`src/rtl/onehot_encoder_stream_pkg.sv`:
```
// Shared constants for the one-hot encoder stream.
// Buffer-occupancy state encodings and default counter width.
package onehot_encoder_stream_pkg;

    localparam logic [1:0] ST_EMPTY = 2'd0;
    localparam logic [1:0] ST_ONE   = 2'd1;
    localparam logic [1:0] ST_FULL  = 2'd2;

    localparam int CW_DEFAULT = 8;

endpackage

```
`src/rtl/onehot_encoder_stream_enc_comb.sv`:
```
// Combinational one-hot to binary encoder.
// Reports the lowest set bit and flags words that are not exactly one-hot.
module onehot_enc_comb #(
    parameter int N = 4,
    parameter int W = $clog2(N)
) (
    input  logic [N-1:0] in_data,
    output logic [W-1:0] idx,
    output logic         err
);

    // Scan downward so the lowest set bit is the one that sticks.
    always_comb begin
        idx = '0;
        for (int i = N - 1; i >= 0; i--) begin
            if (in_data[i]) begin
                idx = W'(i);
            end
        end
        err = (in_data == '0) ||
              ((in_data & (in_data - N'(1))) != '0);
    end

endmodule

```
`src/rtl/onehot_encoder_stream.sv`:
```
// Streaming one-hot to index converter.
// Two-entry skid buffer of encoded words plus a saturating error counter.
module onehot_encoder_stream
    import onehot_encoder_stream_pkg::*;
#(
    parameter int  N  = 4,
    localparam int W  = $clog2(N),
    parameter int  CW = CW_DEFAULT
) (
    input  logic          clk,
    input  logic          rst,
    input  logic          in_valid,
    output logic          in_ready,
    input  logic [N-1:0]  in_data,
    output logic          out_valid,
    input  logic          out_ready,
    output logic [W-1:0]  out_idx,
    output logic          out_err,
    output logic [CW-1:0] err_cnt
);

    logic [W-1:0] enc_idx;
    logic         enc_err;
    logic [W-1:0] skid_idx;
    logic         skid_err;
    logic [1:0]   state;
    logic [1:0]   next_state;
    logic         accept;
    logic         pop;

    onehot_enc_comb #(
        .N (N),
        .W (W)
    ) u_enc (
        .in_data (in_data),
        .idx     (enc_idx),
        .err     (enc_err)
    );

    assign accept = in_valid & in_ready;
    assign pop    = out_valid & out_ready;

    // Occupancy transitions; FULL never sees an accept since in_ready is low.
    always_comb begin
        next_state = state;
        unique case (state)
            ST_EMPTY: if (accept) next_state = ST_ONE;
            ST_ONE: begin
                if (accept && !pop) begin
                    next_state = ST_FULL;
                end else if (pop && !accept) begin
                    next_state = ST_EMPTY;
                end
            end
            ST_FULL:  if (pop) next_state = ST_ONE;
            default:  next_state = ST_EMPTY;
        endcase
    end

    // State plus registered handshake outputs derived from next occupancy.
    always_ff @(posedge clk) begin
        if (rst) begin
            state     <= ST_EMPTY;
            out_valid <= 1'b0;
            in_ready  <= 1'b1;
        end else begin
            state     <= next_state;
            out_valid <= (next_state != ST_EMPTY);
            in_ready  <= (next_state != ST_FULL);
        end
    end

    // Head and skid entries; head only changes when empty or popped.
    always_ff @(posedge clk) begin
        if (rst) begin
            out_idx  <= '0;
            out_err  <= 1'b0;
            skid_idx <= '0;
            skid_err <= 1'b0;
        end else begin
            unique case (state)
                ST_EMPTY: begin
                    if (accept) begin
                        out_idx <= enc_idx;
                        out_err <= enc_err;
                    end
                end
                ST_ONE: begin
                    if (accept && pop) begin
                        out_idx <= enc_idx;
                        out_err <= enc_err;
                    end else if (accept) begin
                        skid_idx <= enc_idx;
                        skid_err <= enc_err;
                    end
                end
                ST_FULL: begin
                    if (pop) begin
                        out_idx <= skid_idx;
                        out_err <= skid_err;
                    end
                end
                default: ;
            endcase
        end
    end

    // Count malformed words when they enter, holding at all-ones.
    always_ff @(posedge clk) begin
        if (rst) begin
            err_cnt <= '0;
        end else if (accept && enc_err && (err_cnt != {CW{1'b1}})) begin
            err_cnt <= err_cnt + CW'(1);
        end
    end

endmodule

```
`config.mk`:
```
export PLATFORM = sky130hd
export DESIGN_NAME = onehot_encoder_stream
export DESIGN_NICKNAME = d
export VERILOG_FILES = /design/src/rtl/onehot_encoder_stream_pkg.sv /design/src/rtl/onehot_encoder_stream_enc_comb.sv /design/src/rtl/onehot_encoder_stream.sv
export SDC_FILE = /design/constraint.sdc
export NUM_CORES = 1
export LEC_CHECK = 0
export BUFFER_PORTS_ARGS = -buffer_cell sky130_fd_sc_hd__buf_2
export CORE_MARGIN = 3
export CORE_UTILIZATION = 40
export CTS_CLUSTER_SIZE = 25
export DETAILED_ROUTE_END_ITERATION = 7
export SYNTH_ARGS = -nofsm -noshare
export SYNTH_HDL_FRONTEND = slang
export SYNTH_SLANG_ARGS = --single-unit
export TNS_END_PERCENT = 10
```
`constraint.sdc`:
```
create_clock -name clk -period 1.9 [get_ports clk]
set_input_delay 0.095 -clock clk [delete_from_list [all_inputs] [get_ports clk]]
set_output_delay 0.095 -clock clk [all_outputs]
set_load 0.02 [all_outputs]
```
# ---- Yosys cells after proc, flatten, opt, wreduce, memory -nomap -nowiden
# Index checks and enable logic that the tools add are counted.
dict set report totals {
  rom_bits 0
  memories 0
  register_bits 18
  in_bits 8
  latch_bits 0
  elab_cells 53
  output_inout_bits 13
  ramBits 0
}
dict set report op_classes {
  magnitude_cmp 0
  shifts 0
  eq_ne 7
  multipliers 0
  mux 17
  reduce_logical 15
  bitwise 4
  n_div 0
  addsub 2
}
# cell n
set ops {}
lappend ops {{$mux 2} 11}
lappend ops {{$pmux 2 s3} 2}
lappend ops {{$add 8x1->8 const B} 1}
lappend ops {{$ne 2x2->1 const B} 4}
lappend ops {{$ne 8x8->1 const B} 1}
lappend ops {{$logic_and 1x1->1} 5}
lappend ops {{$and 4x4->4} 1}
lappend ops {{$logic_not 4->1} 1}
lappend ops {{$reduce_and 4->1} 1}
lappend ops {{$reduce_bool 4->1} 1}
lappend ops {{$sub 4x1->4 const B} 1}
lappend ops {{$mux 1} 3}
lappend ops {{$pmux 1 s3} 1}
lappend ops {{$reduce_and 3->1} 1}
lappend ops {{$reduce_bool 3->1} 1}
lappend ops {{$and 1x1->1} 2}
lappend ops {{$eq 2x1->1 const B} 1}
lappend ops {{$eq 2x2->1 const B} 1}
lappend ops {{$logic_not 1->1} 2}
lappend ops {{$logic_not 2->1} 1}
lappend ops {{$reduce_bool 2->1} 1}
lappend ops {{$logic_or 1x1->1} 1}
lappend ops {{$not 1->1} 1}

# ---- Depth between registers and ports, before layout
dict set report depth {
  depth_word 7
  mapped_depth 6
  depth_no_buf 5
}

# ---- Modules after synthesis
# A second synthesis with hierarchy kept.
dict set report hier_totals {
  cells_unflattened 99
  hier_area_um2 897.1
}
# mod seq_area_each_um2 cells_each area_each_um2 instances
set modules_own_cells {}
lappend modules_own_cells {onehot_encoder_stream 360.3 90 839.6 1}
lappend modules_own_cells {onehot_enc_comb 0.0 9 57.6 1}

# ---- Worst setup path after synthesis
# No wires, ideal clock.
dict set report synth_timing {
  path_type {reg2reg}
  start {reg err_cnt[0]}
  end {reg err_cnt[5]}
  path_slack_ns 0.217
  stages_incl_launch_ff 7
  arrival_ns 1.562
  path_buffers 1
  required_ns 1.779
  path_cell_list {dfxtp_1 -> ha_1 -> nand3_1 -> o21bai_1 -> buf_2 -> nor4_1 -> mux2_2}
}
dict set report synth_via {
  elab_chain_cells 2
  elab_cells_between_ends 3
  cone_classes {add/sub: 1; eq/ne: 1; reduce/logical: 1}
}
# item line
set synth_rtl {}
lappend synth_rtl {{from (decl)} onehot_encoder_stream.sv:19} ;# output logic [CW-1:0] err_cnt
lappend synth_rtl {{from (signal assigned)} onehot_encoder_stream.sv:113} ;# err_cnt <= err_cnt + CW'(1);
lappend synth_rtl {{parallel branches: the longest is 2 deep, another holds $add 8x1->8} n/a}
# Several ways; the timed one is not identified.
# A chain may end at the register's enable or synchronous reset.

# ---- Worst setup path in the final report
dict set report layout_timing {
  start {reg err_cnt[0]}
  end {reg err_cnt[3]}
}
# Same word-level chain as after synthesis.

==> metrics <==
vias per cell 5.270; library cells used by synthesis 33; sequential share of the synthesized area 40.45%; area growth from synthesis to layout 18.12%; PD cells 783.7 nW/µm²; post-layout instance area 1052 µm²; FF+latch count, synth 18; Max Slew Vio Count 0; global placer's final weighted congestion 0.7575; DRT iter0 DRCs 14; CP Data Arrival Time 1940 ps; CP max FO 10; Diodes inserted 0; crit-path max cell delay 460 ps; # clock sinks 18; DRC 0; GRT overflow 0; share of cells above drive strength 1 24.00%; largest net degree at the start of global routing 20; FF-to-FF setup slack 190 ps; hold endpoint skid_idx[1]; worst hold stages 2; crit path launch err_cnt[0]; H-tree depth 1; crit path cell chain ha_1 > nand3_1 > o21bai_1 > buf_4 > or4_1 > a21oi_1; width of the die 53.19 µm; slowest stage cell on the critical path or4_1; DR vias 801; setup TNS 0 ps; Max Clock Skew 4.743 ps; Slew @ Worst Pin 416.6 ps; Port Buffer Count 20; Fmax 586.0 MHz; core area 2042 µm²; MaxCap Viol Count 0; Boundary Pins 21; worst setup margin 193.5 ps; final hold violation count 0; Synth Instances 103; placed cell areas 1016 µm²; CP required 2130 ps; HP Start rst; Die Y 53.19 µm; initial antenna violation count 0; Setup-failing EPs final 0; hold buffer count at cts 0; Routed Antenna Nets 0; syn_area_per_cell 8.649 µm²; Fillers 210; Final Cycle Share 89.81%; hpwl dp 1339 µm; Netlist Area Pre-Place 890.9 µm²; Overall Global Routing Usage 15.09%; post-CTS setup buffer count 0; Setup CP Type register to register; Root Buffer clkbuf_4; Synth area leaders dfxtp_1 40%, a21oi_1 5.6%, mux2i_1 5.6%; status complete, no violations; NumNets Final 135; Max Buffers Root-to-Sink 2; row cnt 16; First-pass DRT Iterations 4; Max VDD drop 381.1 µV; Syn Nets 112; R2R cell count 6; startpoint types register; Reg-to-Reg Start err_cnt[0]; P_leak 0.4527 nW; YS warnings 0; Initial Util 43.63%; clock latency on the worst-skew pair 290 ps; slew margin rel. 72.23%; cell taking the most area after synthesis dfxtp_1; mean routed wirelength per cell 12.14 µm; first-pass GRT wire length 3153 µm; Synth top area share 40.45%; Resized cells post-CTS 0; hold crit path type input pin to register; crit path capture type register; WL final 1845 µm; number of global-route vias before repair 753; pre-CTS setup slack 238.0 ps; unrepaired setup endpoints after global routing false; Tmin final 1706 ps; Total Die Area 2829 µm²; TritonCTS clock tree built; Design Power 0.0008247 W; clk slew on worst S/H paths 110 ps; reg2reg end err_cnt[3]; CTS buffer count 3
-- cell families (layout without fill, tap and decap cells) --
group,after synthesis,in the layout,synth area share (%)
buffers and inverters,8,30,4.353
adders and majority gates,1,1,1.404
xor gates and xnor gates,1,1,0.9833
DFF,18,18,40.45
and+or+nand+nor,43,43,26.69
AOI/OAI and AO/OA,25,25,17.98
muxes,7,7,8.146
-- per-stage QoR --
| step | hold WS, ps | instances | util [%] |
|---|---|---|---|
| finish | 176.2 | 152 | 51.53 |
| global route | 177.4 | 152 | 51.53 |
| CTS | 165.6 | 152 | 51.53 |
| detailed placement | 458.8 | 148 | 49.75 |
| global placement | 444.8 | 148 | 49.75 |
| floorplan | 328.7 | 103 | - |
-- state kept, by name, indices dropped and copies added (netlist names) --
signal	count
err_cnt	8
out_idx	2
skid_idx	2
state	2
in_ready	1
out_err	1
out_valid	1
skid_err	1
-- worst max-delay path, delay by kind of cell (launching register included) --
family | cells | cell delay (ps)
AO/OA/AOI/OAI | 2 | 270
adder cells (fa/ha/maj) | 1 | 260
buffers and inverters | 1 | 200
flip-flops | 1 | 370
AND/OR/NAND/NOR | 2 | 560
-- per-layer routing --
layer	wire [µm]	vias to the layer above	track usage (%)
li1	-	423	-
met1	889	362	18.40
met2	846	14	25.00
met3	96	2	2.817
met4	12	0	7.660
met5	0	-	0
-- how the worst max path moves through the flow --
stage	endpoint	slack, ps	cells past startpoint
6_report	err_cnt[3]	190	6
5_1_grt	err_cnt[3]	110	6
4_1_cts	err_cnt[3]	200	6
3_5_place_dp	err_cnt[3]	240	6
3_3_place_gp	err_cnt[6]	220	5
2_1_floorplan	err_cnt[5]	220	6
-- report_power, final --
part / switching [W] / total (W) / internal, W / leakage (nW)
clock: 0.000119 / 0.000235 / 0.000117 / 0.0210
sequential: 0.0000203 / 0.000424 / 0.000404 / 0.147
combinational: 0.0000980 / 0.000165 / 0.0000670 / 0.285
-- cell usage in the layout, fill, tap and decap left out, types with 2 or more instances in the layout --
master | netlist | layout
buf_2 | 1 | 20
nor4b_1 | 2 | 2
nor2_1 | 10 | 10
mux2i_1 | 5 | 5
nor2b_1 | 3 | 3
or3_1 | 3 | 3
dfxtp_1 | 18 | 18
nor3_1 | 2 | 2
or4_1 | 4 | 4
clkbuf_4 | 0 | 3
nand3_1 | 4 | 4
nor4_1 | 2 | 2
o31ai_1 | 5 | 5
a211oi_1 | 2 | 2
or2_2 | 2 | 2
buf_4 | 0 | 2
o21ai_0 | 3 | 3
mux2_2 | 2 | 2
a21oi_1 | 10 | 10
nand2_1 | 6 | 6
inv_1 | 4 | 4
-- Yosys cell counts --
cell type	number
nor4_1	2
o22a_1	1
o21ai_0	3
clkbuf_1	2
o211a_1	1
nor3_1	2
nand3_1	4
or3_1	3
nor2_1	10
buf_6	1
nor4b_1	2
xor2_1	1
dfxtp_1	18
inv_1	4
nand4b_1	1
mux2i_1	5
mux2_2	2
a211o_1	1
o31ai_1	5
buf_2	1
a21boi_0	1
and3b_1	1
nor2b_1	3
o21bai_1	1
a211oi_1	2
or4_1	4
or2b_1	1
nand2_1	6
ha_1	1
and2_1	1
or2_2	2
a21oi_1	10
nand4_1	1
-- layout make-up --
cell class                 instances  area, µm²  share of cell area, %
sequential                        18      360.3                  34.24
tap                               27      33.78                  3.210
timing repair buffer              22      115.1                  10.94
multi-input combinational         77      491.7                  46.73
inverter                           4      15.01                  1.427
clock buffer                       4      36.28                  3.448
Note: power is estimated with default switching activity, not from simulation.
